===== config.mk =====
export PLATFORM = sky130hd
export DESIGN_NAME = instr_fetch_unit_flat
export DESIGN_NICKNAME = d
export VERILOG_FILES = /design/src/rtl/fetch_pkg.sv /design/src/rtl/instr_fetch_unit_if.sv /design/src/rtl/fetch_fifo.sv /design/src/rtl/instr_fetch_unit.sv /design/src/flat_wrapper.sv
export SDC_FILE = /design/constraint.sdc
export NUM_CORES = 1
export LEC_CHECK = 0
export BUFFER_PORTS_ARGS = -buffer_cell sky130_fd_sc_hd__buf_2
export CAP_MARGIN = 20
export CORE_ASPECT_RATIO = 1.25
export CORE_UTILIZATION = 30
export DETAILED_ROUTE_END_ITERATION = 10
export GPL_ROUTABILITY_DRIVEN = 0
export SLEW_MARGIN = 0
export SYNTH_ARGS = -nofsm -noshare
export SYNTH_HDL_FRONTEND = slang
export SYNTH_SLANG_ARGS = --single-unit

===== constraint.sdc =====
create_clock -name clk -period 9.1 [get_ports clk]
set_input_delay 0.455 -clock clk [delete_from_list [all_inputs] [get_ports clk]]
set_output_delay 0.455 -clock clk [all_outputs]
set_load 0.02 [all_outputs]

===== src/rtl/fetch_pkg.sv =====
// -----------------------------------------------------------------------------
// fetch_pkg
// Shared definitions for the instruction-fetch stage.
//   - Fetch FSM state type and state encodings (RUN / WAIT / DROP)
//   - PC_STEP: byte increment between sequential instruction words
//   - fetch_entry_t: one buffered fetch result {pc, instr} at default widths
// Optional feature macro used by instr_fetch_unit: FETCH_PERF_EN
// -----------------------------------------------------------------------------
package fetch_pkg;

    localparam int unsigned FETCH_PC_W  = 9;
    localparam int unsigned FETCH_INS_W = 32;
    localparam int unsigned PC_STEP     = 4;

    // RUN : nothing outstanding
    // WAIT: one read outstanding, its word will be kept
    // DROP: one read outstanding, its word is stale and will be discarded
    typedef logic [1:0] fetch_state_e;
    localparam fetch_state_e RUN  = 2'd0;
    localparam fetch_state_e WAIT = 2'd1;
    localparam fetch_state_e DROP = 2'd2;

    typedef struct packed {
        logic [FETCH_PC_W-1:0]  pc;
        logic [FETCH_INS_W-1:0] instr;
    } fetch_entry_t;

endpackage


===== src/rtl/instr_fetch_unit_if.sv =====
// -----------------------------------------------------------------------------
// instr_fetch_unit_if
// Bundles the instruction-memory read channel and the decode handshake of the
// fetch stage.
//   master : fetch unit side (drives imem_req/imem_addr and id_valid/id_instr/id_pc)
//   slave  : environment side (instruction memory + decode)
// Signals:
//   imem_req, imem_addr[PC_W]   read request and byte address
//   imem_rvalid, imem_rdata     read response
//   id_valid, id_ready          decode handshake
//   id_instr[INS_W], id_pc[PC_W] head-of-buffer instruction and its PC
// -----------------------------------------------------------------------------
interface instr_fetch_unit_if #(
    parameter int PC_W  = 9,
    parameter int INS_W = 32
);
    logic             imem_req;
    logic [PC_W-1:0]  imem_addr;
    logic             imem_rvalid;
    logic [INS_W-1:0] imem_rdata;
    logic             id_valid;
    logic             id_ready;
    logic [INS_W-1:0] id_instr;
    logic [PC_W-1:0]  id_pc;

    modport master (
        output imem_req, imem_addr, id_valid, id_instr, id_pc,
        input  imem_rvalid, imem_rdata, id_ready
    );

    modport slave (
        input  imem_req, imem_addr, id_valid, id_instr, id_pc,
        output imem_rvalid, imem_rdata, id_ready
    );
endinterface


===== src/rtl/fetch_fifo.sv =====
// -----------------------------------------------------------------------------
// fetch_fifo
// Small synchronous FIFO buffering fetched {pc, instr} words.
// Ports:
//   clk, reset       clock, synchronous active-high reset
//   flush            drop all entries (same effect as reset on the control state)
//   push, push_data  write one entry (caller guarantees not full)
//   pop              remove head entry (caller guarantees not empty)
//   count            current occupancy, 0..DEPTH
//   head_valid       registered "not empty"
//   head_data        entry at the read pointer
// DEPTH must be a power of two so the pointers wrap naturally.
// -----------------------------------------------------------------------------
module fetch_fifo #(
    parameter int DEPTH = 2,
    parameter int WIDTH = 41,
    parameter int CNT_W = $clog2(DEPTH) + 1
) (
    input  logic             clk,
    input  logic             reset,
    input  logic             flush,
    input  logic             push,
    input  logic [WIDTH-1:0] push_data,
    input  logic             pop,
    output logic [CNT_W-1:0] count,
    output logic             head_valid,
    output logic [WIDTH-1:0] head_data
);
    localparam int AW = $clog2(DEPTH);

    logic [WIDTH-1:0] mem_r [DEPTH];
    logic [AW-1:0]    wr_ptr_r;
    logic [AW-1:0]    rd_ptr_r;
    logic [CNT_W-1:0] count_r;
    logic             valid_r;
    logic [CNT_W-1:0] count_next_s;

    // Occupancy after this cycle's push/pop
    always_comb begin
        count_next_s = count_r;
        case ({push, pop})
            2'b10:   count_next_s = count_r + CNT_W'(1);
            2'b01:   count_next_s = count_r - CNT_W'(1);
            default: count_next_s = count_r;
        endcase
    end

    // Pointer, occupancy and registered head-valid state
    always_ff @(posedge clk) begin
        if (reset || flush) begin
            wr_ptr_r <= {AW{1'b0}};
            rd_ptr_r <= {AW{1'b0}};
            count_r  <= {CNT_W{1'b0}};
            valid_r  <= 1'b0;
        end else begin
            if (push) begin
                wr_ptr_r <= wr_ptr_r + AW'(1);
            end
            if (pop) begin
                rd_ptr_r <= rd_ptr_r + AW'(1);
            end
            count_r <= count_next_s;
            valid_r <= (count_next_s != {CNT_W{1'b0}});
        end
    end

    // Entry storage; contents need no reset because valid_r gates them
    always_ff @(posedge clk) begin
        if (push && !flush && !reset) begin
            mem_r[wr_ptr_r] <= push_data;
        end
    end

    assign count      = count_r;
    assign head_valid = valid_r;
    assign head_data  = mem_r[rd_ptr_r];

endmodule


===== src/rtl/instr_fetch_unit.sv =====
// -----------------------------------------------------------------------------
// instr_fetch_unit
// Instruction-fetch stage: owns the PC, issues word reads to instruction memory
// (at most one outstanding), buffers returned words with their PCs in
// fetch_fifo and presents the head to decode via valid/ready. A redirect
// flushes the buffer, loads a new (word-aligned) PC and marks any outstanding
// read as stale so its word is discarded on arrival.
// Ports:
//   clk, reset                    clock, synchronous active-high reset
//   redirect_valid, redirect_pc   flush + new PC (bits [1:0] ignored)
//   fetch_bus (master)            imem request/response and decode handshake
//   perf_fetched, perf_bubble     (FETCH_PERF_EN only) pop / starved-cycle counters
// Build option: define FETCH_PERF_EN to add the performance counters.
// -----------------------------------------------------------------------------
module instr_fetch_unit
    import fetch_pkg::*;
#(
    parameter int              PC_W       = 9,
    parameter int              INS_W      = 32,
    parameter int              FIFO_DEPTH = 2,
    parameter logic [PC_W-1:0] RESET_PC   = {PC_W{1'b0}}
) (
    input  logic                clk,
    input  logic                reset,
    input  logic                redirect_valid,
    input  logic [PC_W-1:0]     redirect_pc,
    instr_fetch_unit_if.master  fetch_bus
`ifdef FETCH_PERF_EN
    ,
    output logic [31:0]         perf_fetched,
    output logic [31:0]         perf_bubble
`endif
);
    localparam int CNT_W = $clog2(FIFO_DEPTH) + 1;

    // Clear the byte-offset bits of a PC
    function automatic logic [PC_W-1:0] align_pc(input logic [PC_W-1:0] a);
        return a & {{(PC_W-2){1'b1}}, 2'b00};
    endfunction

    fetch_state_e      state_r;
    fetch_state_e      state_n_s;
    logic [PC_W-1:0]   pc_r;
    logic [PC_W-1:0]   pc_n_s;
    logic [PC_W-1:0]   req_pc_r;
    logic [CNT_W-1:0]  count_s;
    logic [CNT_W-1:0]  count_after_s;
    logic              head_valid_s;
    logic [PC_W+INS_W-1:0] head_data_s;
    logic              push_s;
    logic              pop_s;
    logic              slot_s;
    logic              room_s;
    logic              issue_s;

    assign pop_s  = head_valid_s & fetch_bus.id_ready & ~redirect_valid;
    assign push_s = fetch_bus.imem_rvalid & (state_r == WAIT) & ~redirect_valid;

    // Occupancy as it will be after this cycle; issuing against this lets a
    // request go out in the same cycle a response lands or the head is taken.
    assign count_after_s = count_s + CNT_W'(push_s) - CNT_W'(pop_s);
    assign room_s        = (count_after_s < CNT_W'(FIFO_DEPTH));

    // The single outstanding slot is free now, or frees up this cycle.
    assign slot_s  = (state_r == RUN) | ((state_r != RUN) & fetch_bus.imem_rvalid);
    assign issue_s = ~reset & ~redirect_valid & slot_s & room_s;

    assign fetch_bus.imem_req  = issue_s;
    assign fetch_bus.imem_addr = pc_r;

    // Next FSM state and PC; redirect overrides everything else
    always_comb begin
        state_n_s = state_r;
        pc_n_s    = pc_r;
        if (redirect_valid) begin
            pc_n_s = align_pc(redirect_pc);
            if ((state_r != RUN) && !fetch_bus.imem_rvalid) begin
                state_n_s = DROP;
            end else begin
                state_n_s = RUN;
            end
        end else if (issue_s) begin
            pc_n_s    = pc_r + PC_W'(PC_STEP);
            state_n_s = WAIT;
        end else if (fetch_bus.imem_rvalid && (state_r != RUN)) begin
            state_n_s = RUN;
        end else begin
            state_n_s = state_r;
        end
    end

    // FSM, PC and PC-of-outstanding-request registers
    always_ff @(posedge clk) begin
        if (reset) begin
            state_r  <= RUN;
            pc_r     <= align_pc(RESET_PC);
            req_pc_r <= {PC_W{1'b0}};
        end else begin
            state_r <= state_n_s;
            pc_r    <= pc_n_s;
            if (issue_s) begin
                req_pc_r <= pc_r;
            end else begin
                req_pc_r <= req_pc_r;
            end
        end
    end

    fetch_fifo #(
        .DEPTH (FIFO_DEPTH),
        .WIDTH (PC_W + INS_W),
        .CNT_W (CNT_W)
    ) u_fifo (
        .clk        (clk),
        .reset      (reset),
        .flush      (redirect_valid),
        .push       (push_s),
        .push_data  ({req_pc_r, fetch_bus.imem_rdata}),
        .pop        (pop_s),
        .count      (count_s),
        .head_valid (head_valid_s),
        .head_data  (head_data_s)
    );

    assign fetch_bus.id_valid = head_valid_s;
    assign fetch_bus.id_pc    = head_data_s[INS_W +: PC_W];
    assign fetch_bus.id_instr = head_data_s[INS_W-1:0];

`ifdef FETCH_PERF_EN
    // Delivered-instruction and decode-starved-cycle counters (wrap at 2^32)
    always_ff @(posedge clk) begin
        if (reset) begin
            perf_fetched <= 32'd0;
            perf_bubble  <= 32'd0;
        end else begin
            if (pop_s) begin
                perf_fetched <= perf_fetched + 32'd1;
            end else begin
                perf_fetched <= perf_fetched;
            end
            if (fetch_bus.id_ready && !head_valid_s) begin
                perf_bubble <= perf_bubble + 32'd1;
            end else begin
                perf_bubble <= perf_bubble;
            end
        end
    end
`endif

endmodule

===== src/flat_wrapper.sv =====
// flat-port wrapper written by rule: the top's interface ports become plain ports
module instr_fetch_unit_flat import fetch_pkg::*;
#(
    parameter int              PC_W       = 9,
    parameter int              INS_W      = 32,
    parameter int              FIFO_DEPTH = 2,
    parameter logic [PC_W-1:0] RESET_PC   = {PC_W{1'b0}}
)
  (clk, reset, redirect_valid, redirect_pc, fetch_bus_imem_req, fetch_bus_imem_addr, fetch_bus_id_valid, fetch_bus_id_instr, fetch_bus_id_pc, fetch_bus_imem_rvalid, fetch_bus_imem_rdata, fetch_bus_id_ready);
  instr_fetch_unit_if #(.PC_W(PC_W), .INS_W(INS_W)) fetch_bus_i ();
  input  logic clk;
  input  logic reset;
  input  logic redirect_valid;
  input  logic [PC_W-1:0] redirect_pc;
  output wire logic [$bits(fetch_bus_i.imem_req)-1:0] fetch_bus_imem_req;
  output wire logic [$bits(fetch_bus_i.imem_addr)-1:0] fetch_bus_imem_addr;
  output wire logic [$bits(fetch_bus_i.id_valid)-1:0] fetch_bus_id_valid;
  output wire logic [$bits(fetch_bus_i.id_instr)-1:0] fetch_bus_id_instr;
  output wire logic [$bits(fetch_bus_i.id_pc)-1:0] fetch_bus_id_pc;
  input wire logic [$bits(fetch_bus_i.imem_rvalid)-1:0] fetch_bus_imem_rvalid;
  input wire logic [$bits(fetch_bus_i.imem_rdata)-1:0] fetch_bus_imem_rdata;
  input wire logic [$bits(fetch_bus_i.id_ready)-1:0] fetch_bus_id_ready;
  assign fetch_bus_imem_req = fetch_bus_i.imem_req;
  assign fetch_bus_imem_addr = fetch_bus_i.imem_addr;
  assign fetch_bus_id_valid = fetch_bus_i.id_valid;
  assign fetch_bus_id_instr = fetch_bus_i.id_instr;
  assign fetch_bus_id_pc = fetch_bus_i.id_pc;
  assign fetch_bus_i.imem_rvalid = fetch_bus_imem_rvalid;
  assign fetch_bus_i.imem_rdata = fetch_bus_imem_rdata;
  assign fetch_bus_i.id_ready = fetch_bus_id_ready;
  instr_fetch_unit #(.PC_W(PC_W), .INS_W(INS_W), .FIFO_DEPTH(FIFO_DEPTH), .RESET_PC(RESET_PC)) u_core (.clk(clk), .reset(reset), .redirect_valid(redirect_valid), .redirect_pc(redirect_pc), .fetch_bus(fetch_bus_i));
endmodule

# --- After elaboration in Yosys (flattened, before gate mapping) ---
# Memories as Yosys holds them, arrays and structs flattened. A register that Yosys moved wholly into a read port is not among the register bits.
# Index checks and enable logic that the tools add are counted.
classes:
  add_sub_neg: 7
  n_lt_le_gt_ge: 1
  n_eq_ne: 3
  mux: 11
  bitwise: 11
  reduce_logical: 14
ops:
  columns: ["operator", "count"]
  rows:
  - ["9-bit 2-to-1 mux", 2]
  - ["9-bit by 3-bit adder with 9-bit output, second input constant", 1]
  - ["1-bit bitwise AND", 8]
  - ["2-bit 2-to-1 mux", 4]
  - ["2-bit nonzero test", 3]
  - ["2-bit by 1-bit equality test with 1-bit output, second input constant", 2]
  - ["1-bit logical AND", 4]
  - ["1-bit 2-to-1 mux", 4]
  - ["2-bit case mux with 2 select lines", 1]
  - ["1-bit zero test", 3]
  - ["3-bit nonzero test", 1]
  - ["1-bit adder, second input constant", 2]
  - ["2-bit by 1-bit adder with 2-bit output", 1]
  - ["2-bit by 1-bit adder with 2-bit output, second input constant", 1]
  - ["2-bit equality test, second input constant", 1]
  - ["2-bit zero test", 1]
  - ["2-bit less-than comparator, second input constant", 1]
  - ["1-bit inverter", 2]
  - ["2-bit OR reduction", 1]
  - ["2-bit by 1-bit subtractor with 2-bit output", 1]
  - ["2-bit by 1-bit subtractor with 2-bit output, second input constant", 1]
  - ["1-bit logical OR", 1]
  - ["1-bit OR", 1]
word_totals:
  regBits: 25
  ram_bits: 82
  inputBits: 46
  wordCells: 56
  memories: 1
mem_list:
  columns: ["memory", "depth", "word_bits", "read_ports", "rd_clocked_by_memory_dff", "wr", "line", "source"]
  rows:
  - ["u_core.u_fifo.mem_r", 2, 41, 1, 1, 1, "fetch_fifo.sv:31", "logic [WIDTH-1:0] mem_r [DEPTH];"]

# --- Logic depth before layout (Yosys ltp) ---
logic_depth:
  word_depth: 9
  ltp_mapped: 10

# --- By module ---
# From an unflattened synthesis, not the netlist that was laid out.
unflattened:
  cells_unflattened: 258
  hier_area_um2: 4071.4
modules_own_cells:
  columns: ["module", "instances", "cells_per_inst", "area_each_um2", "seq_area_each_um2"]
  rows:
  - ["fetch_fifo", 1, 154, 3201.8, 2582.5]
  - ["instr_fetch_unit", 1, 104, 869.6, 320.3]

# --- Least setup slack after synthesis ---
# Ideal clock, no wire load.
synth_timing:
  path_type: "input -> register"
  from: "input port redirect_valid"
  to: "memory u_core.u_fifo.mem_r[1][0] (enable)"
  setup_ps: 493
  arrival_time_ps: 3733
  path_slack_ps: 4875
  stages: 3
  n_path_buf: 0
  cell_sequence: "inv_1 -> nand4b_1 -> nor3b_1"
synth_via:
  elab_chain_len: 6
synth_rtl:
  columns: ["element", "line", "source"]
  rows:
  - ["start: declaration", "flat_wrapper.sv:13", "input logic redirect_valid;"]
  - ["1-bit inverter", "instr_fetch_unit.sv:57", "assign push_s = fetch_bus.imem_rvalid & (state_r == WAIT) & ~redirect_valid;"]
  - ["1-bit bitwise AND", "instr_fetch_unit.sv:57", null]
  - ["1-bit logical AND (*) (2 in series)", "fetch_fifo.sv:69", "if (push && !flush && !reset) begin"]
  - ["1-bit 2-to-1 mux (*)", "fetch_fifo.sv:69", null]
  - ["1-bit 2-to-1 mux (implied by the code) (*)", "fetch_fifo.sv:70", "mem_r[wr_ptr_r] <= push_data;"]
  - ["end: declaration", "fetch_fifo.sv:31", null]
# Every way passes the cells marked *; elsewhere a longest branch is shown, timed or not.

# --- Final worst setup path ---
layout_timing:
  from: "input port redirect_valid"
  to: "output port fetch_bus_imem_req"
layout_via:
  elab_chain_len: 6
layout_rtl:
  columns: ["element", "line", "source"]
  rows:
  - ["1-bit inverter (*)", "instr_fetch_unit.sv:56, instr_fetch_unit.sv:57, instr_fetch_unit.sv:66", null]
  - ["1-bit bitwise AND", "instr_fetch_unit.sv:57", null]
  - ["2-bit by 1-bit adder with 2-bit output", "instr_fetch_unit.sv:61", "assign count_after_s = count_s + CNT_W'(push_s) - CNT_W'(pop_s);"]
  - ["2-bit by 1-bit subtractor with 2-bit output", "instr_fetch_unit.sv:61", null]
  - ["2-bit less-than comparator", "instr_fetch_unit.sv:62", "assign room_s = (count_after_s < CNT_W'(FIFO_DEPTH));"]
  - ["1-bit bitwise AND (*)", "instr_fetch_unit.sv:66", "assign issue_s = ~reset & ~redirect_valid & slot_s & room_s;"]
  - ["end: declaration", "flat_wrapper.sv:15", "output wire logic [$bits(fetch_bus_i.imem_req)-1:0] fetch_bus_imem_req;"]
# Marked as above.

==> results by stage <==
STA:
- Setup repair after global routing left no endpoint under its margin.
- In the finished design, the share of the clock period the worst path needs comes to 35.1%.
- Derived from the worst setup path, the maximum achievable clock frequency is 0.313 GHz.
- The final critical-path required period is 3190 ps.
- The slew of the pin with the lowest slew margin is 964 ps.
- Setup violations remaining at the end of the flow were counted as 0.
- The worst clock skew on the final layout is 8.59 ps.
- The normalized max-slew margin is 35.7%.
- The sum of negative setup slack is 0 ps.
- The count of endpoints failing hold in the final timing report is 0.
- The max-slew violation total from the final report is 0.

Yosys:
- The sequential fraction of the synthesis area is 72.1%.
- The area share of xor/xnor cells in the synthesized design is 3.50%.
- For this run, the number of Yosys warnings is 0.
- The post-synthesis instance total is 240.
- Yosys mapped the design onto 31 distinct sky130hd cell types.
- In the synthesized netlist, mux cells make up 11.4% of the area.
- The average instance in the mapped netlist occupies 16.1 um^2.
- The post-synthesis cell area is 3860 um^2.
- The synthesized netlist devotes 4.54% of its cell area to compound gates.
- The synthesized netlist devotes 4.83% of its cell area to simple gates.
- Summing the areas of all fa, ha and maj instances in the mapped netlist gives 1.30% of the synthesized area.
- After synthesis, the largest family of logic cells by area is multiplexers.
- After synthesis the netlist holds a flip-flop and latch count of 100.

Worst setup path:
- The type of the worst setup path is in -> out.
- In this run the worst path has a maximum fanout of 16.
- The endpoint arrival time on the critical path is 2740 ps.
- The signal on the critical path passes through buf_2 > inv_1 > nand4b_1 > ha_1 > inv_1 > ha_1 > xnor3_2 > nand2_2 > nor2_1 > buf_2.
- Among all stages on the critical path, the largest delay is contributed by sky130_fd_sc_hd__ha_1.
- The maximum cell stage delay along the critical path is 410 ps.
- The endpoint kind of the worst setup timing path is an output pin.
- STA classifies the critical path startpoint as an input port.
- The required time at the endpoint of the critical path is 8650 ps.

Clock network:
- The number of setup buffers added after CTS is 0.
- In this run, post-CTS repair resized a total of 0 instances.
- The CTS sink count is 100.
- The clock buffer count from CTS is 9.
- The clock network latency to the later pin of the worst-skew pair is 340 ps.
- The deepest clock path buffer count is 2.
- The clock tree from TritonCTS is yes.
- In this run the number of H-tree levels came out at 3.
- The post-CTS clock slew at the launch and capture registers of the worst setup and hold paths is 70 ps.
- In this run the clock root is driven by a sky130_fd_sc_hd__clkbuf_16.
- The total of hold buffers inserted after clock tree synthesis is 0.

Detailed routing:
- The first detailed-routing pass ran for 4 iterations.
- The total detailed-routing wirelength is 6850 um.
- The final routed wire length divided by cell count is 13.6 um.
- The violation count after the first detailed-route iteration is 65.
- In the routed design, unresolved DRC markers number 0.
- The number of vias in the routed layout is 2231.
- The antenna violation net count after detailed routing is 0.
- The average via count per standard cell is 4.43.

Worst hold path:
- The path type of the worst min-delay path is in -> reg.

Outcome:
- The flow ran to the end, and the final reports show no timing, DRC or antenna violations.

Finish:
- For this run, the number of standard cells in the final layout without fillers is 504.
- The count of antenna diodes in the layout is 0.
- The fraction of final layout cells with drive strength greater than 1 is 45.9%.
- From synthesis to final layout, the design area changed by 24.4%.
- For this run, the post-layout net count is 385.

Global route:
- The wire length of the first global-routing pass is 10500 um.
- The number of antenna violations at the first check in global routing is 0.
- For this run the aggregate overflow at the end of global routing stands at 0.
- The number of global-route vias before repair is 2170.
- For this run, the total global-route usage over all layers was measured as 10.8%.
- Entering global routing, the biggest net connects 40 pins.

Floorplanning:
- The die covers 13300 um^2.
- The floorplan has 45 rows.
- The chip width is 103 um.
- In this run the count of I/O pins placed on the die edge is 98.
- The core area is 12300 um^2.
- For this configuration, the core starts out at a cell density of 31.3%.
- The die extent in y is 129 um.

Placement:
- The number of buffers added on ports is 91.
- The HPWL after detailed placement is 4530 um.
- The number of placed instances, taps included, is 488.

Power and ir drop:
- The leakage power is 1.76 nW.
- Power spread over the standard cell area amounts to 194 nW/um^2.
- The overall power is 928 uW.
- The maximum vdd drop is 0.0743 mV.

Flow run:
- The tool flagged a number of max-cap violations equal to 0.
## cell usage after synthesis (all sizes together)
| cell type | n | area (um^2) |
|---|---|---|
| nor2 | 10 | 37.5 |
| edfxtp | 78 | 2340 |
| inv | 4 | 15.0 |
| conb | 1 | 3.75 |
| a311oi | 1 | 15.0 |
| clkbuf | 5 | 18.8 |
| nand2b | 1 | 6.26 |
| nand2 | 11 | 46.3 |
| a21oi | 15 | 75.1 |
| o21ba | 1 | 10.0 |
| mux2 | 39 | 439 |
| and4 | 2 | 17.5 |
| buf | 7 | 51.3 |
| nor3b | 1 | 7.51 |
| xor3 | 1 | 23.8 |
| nand4b | 1 | 8.76 |
| nand4 | 2 | 12.5 |
| a211oi | 1 | 7.51 |
| dfxtp | 22 | 440 |
| xnor3 | 1 | 23.8 |
| xnor2 | 4 | 35.0 |
| nand3 | 4 | 20.0 |
| ha | 4 | 50.1 |
| xor2 | 6 | 52.6 |
| o21ai | 12 | 60.1 |
| o21bai | 1 | 7.51 |
| nor3 | 5 | 30.0 |
## layout by cell type, fill, tap and decap left out, types with 2 or more instances in the layout
master / Yosys / final
sky130_fd_sc_hd__xor2_1: 6 / 6
sky130_fd_sc_hd__ha_1: 4 / 4
sky130_fd_sc_hd__nand4_1: 2 / 2
sky130_fd_sc_hd__nand2_1: 9 / 9
sky130_fd_sc_hd__buf_2: 2 / 91
sky130_fd_sc_hd__nor3_2: 1 / 2
sky130_fd_sc_hd__o21ai_0: 12 / 12
sky130_fd_sc_hd__xnor2_1: 4 / 4
sky130_fd_sc_hd__buf_4: 4 / 2
sky130_fd_sc_hd__nand3_1: 4 / 4
sky130_fd_sc_hd__nor2_1: 10 / 10
sky130_fd_sc_hd__mux2_2: 39 / 39
sky130_fd_sc_hd__a21oi_1: 15 / 15
sky130_fd_sc_hd__edfxtp_1: 78 / 78
sky130_fd_sc_hd__dfxtp_1: 22 / 21
sky130_fd_sc_hd__and4_1: 2 / 2
sky130_fd_sc_hd__clkbuf_16: 0 / 11
sky130_fd_sc_hd__inv_1: 4 / 4
sky130_fd_sc_hd__inv_6: 0 / 3
sky130_fd_sc_hd__conb_1: 1 / 4
sky130_fd_sc_hd__nor3_1: 4 / 3
sky130_fd_sc_hd__nand2_2: 2 / 2
## report_power, final
part | switching (mW) | internal [mW]
combinational | 0.0253 | 0.0172
clock | 0.160 | 0.222
sequential | 0.00601 | 0.498
total | 0.191 | 0.737
## cells by family after synthesis
group	after synthesis
simple gates	37
buf+inv	16
fa+ha+maj	4
compound gates	31
mux	39
other cells	1
flops	100
xor+xnor	12
## critical path: cells and delay by family
family / cells / cell delay (ps)
adders and majority gates: 2 / 600
buffers and inverters: 4 / 730
and+or+nand+nor: 3 / 670
xor gates and xnor gates: 1 / 280
## metrics by stage
stage / utilization, % / setup WS, ps / hold slack, ps / cell area (um^2)
final: 38.9 / 5910 / 303 / 4800
after global routing: 38.9 / 5690 / 282 / 4800
after CTS: 38.9 / 5880 / 284 / 4800
after detailed placement: 36.4 / 5880 / 443 / 4490
after global placement: 36.4 / 5890 / 429 / 4490
after floorplan: - / 4870 / 419 / 3870
## state kept, by name, summed over array words and instances, names as in the netlist, named ones only
signal	cells
u_core.u_fifo.rd_ptr_r	1
u_core.fetch_bus.imem_addr	7
u_core.u_fifo.mem_r	78
u_core.u_fifo.wr_ptr_r	1
u_core.u_fifo.count	2
u_core.u_fifo.head_valid	1
u_core.state_r	2
u_core.req_pc_r	7
## metal layers
metal	share of wire [%]	GRT usage (%)	vias up
met1	41	11.6	1068
met2	51	19.2	75
met3	5.9	2.88	8
met5	0	0	-
li1	-	-	1080
met4	1.7	5.39	0
## final cells by class
type | instances | area, um^2
Multi-Input combinational cell | 127 | 1010
Inverter | 4 | 15.0
Sequential cell | 100 | 2780
Clock buffer | 12 | 279
Tap cell | 164 | 205
Clock inverter | 4 | 32.5
Fill cell | 1154 | 7530
Timing Repair Buffer | 93 | 470
## path summary, 6_finish.rpt
check,from,end,slack (ps),cells past startpoint
setup / recovery,redirect_valid,fetch_bus_imem_req,5910,10
hold / removal,fetch_bus_imem_rdata[14],u_core.u_fifo.mem_r[1][14],300,1
setup reg to reg,u_core.state_r[0],u_core.fetch_bus.imem_addr[2],6820,8
hold reg to reg,u_core.req_pc_r[4],u_core.u_fifo.mem_r[1][36],450,0
Note: power is estimated with default switching activity, not from simulation.
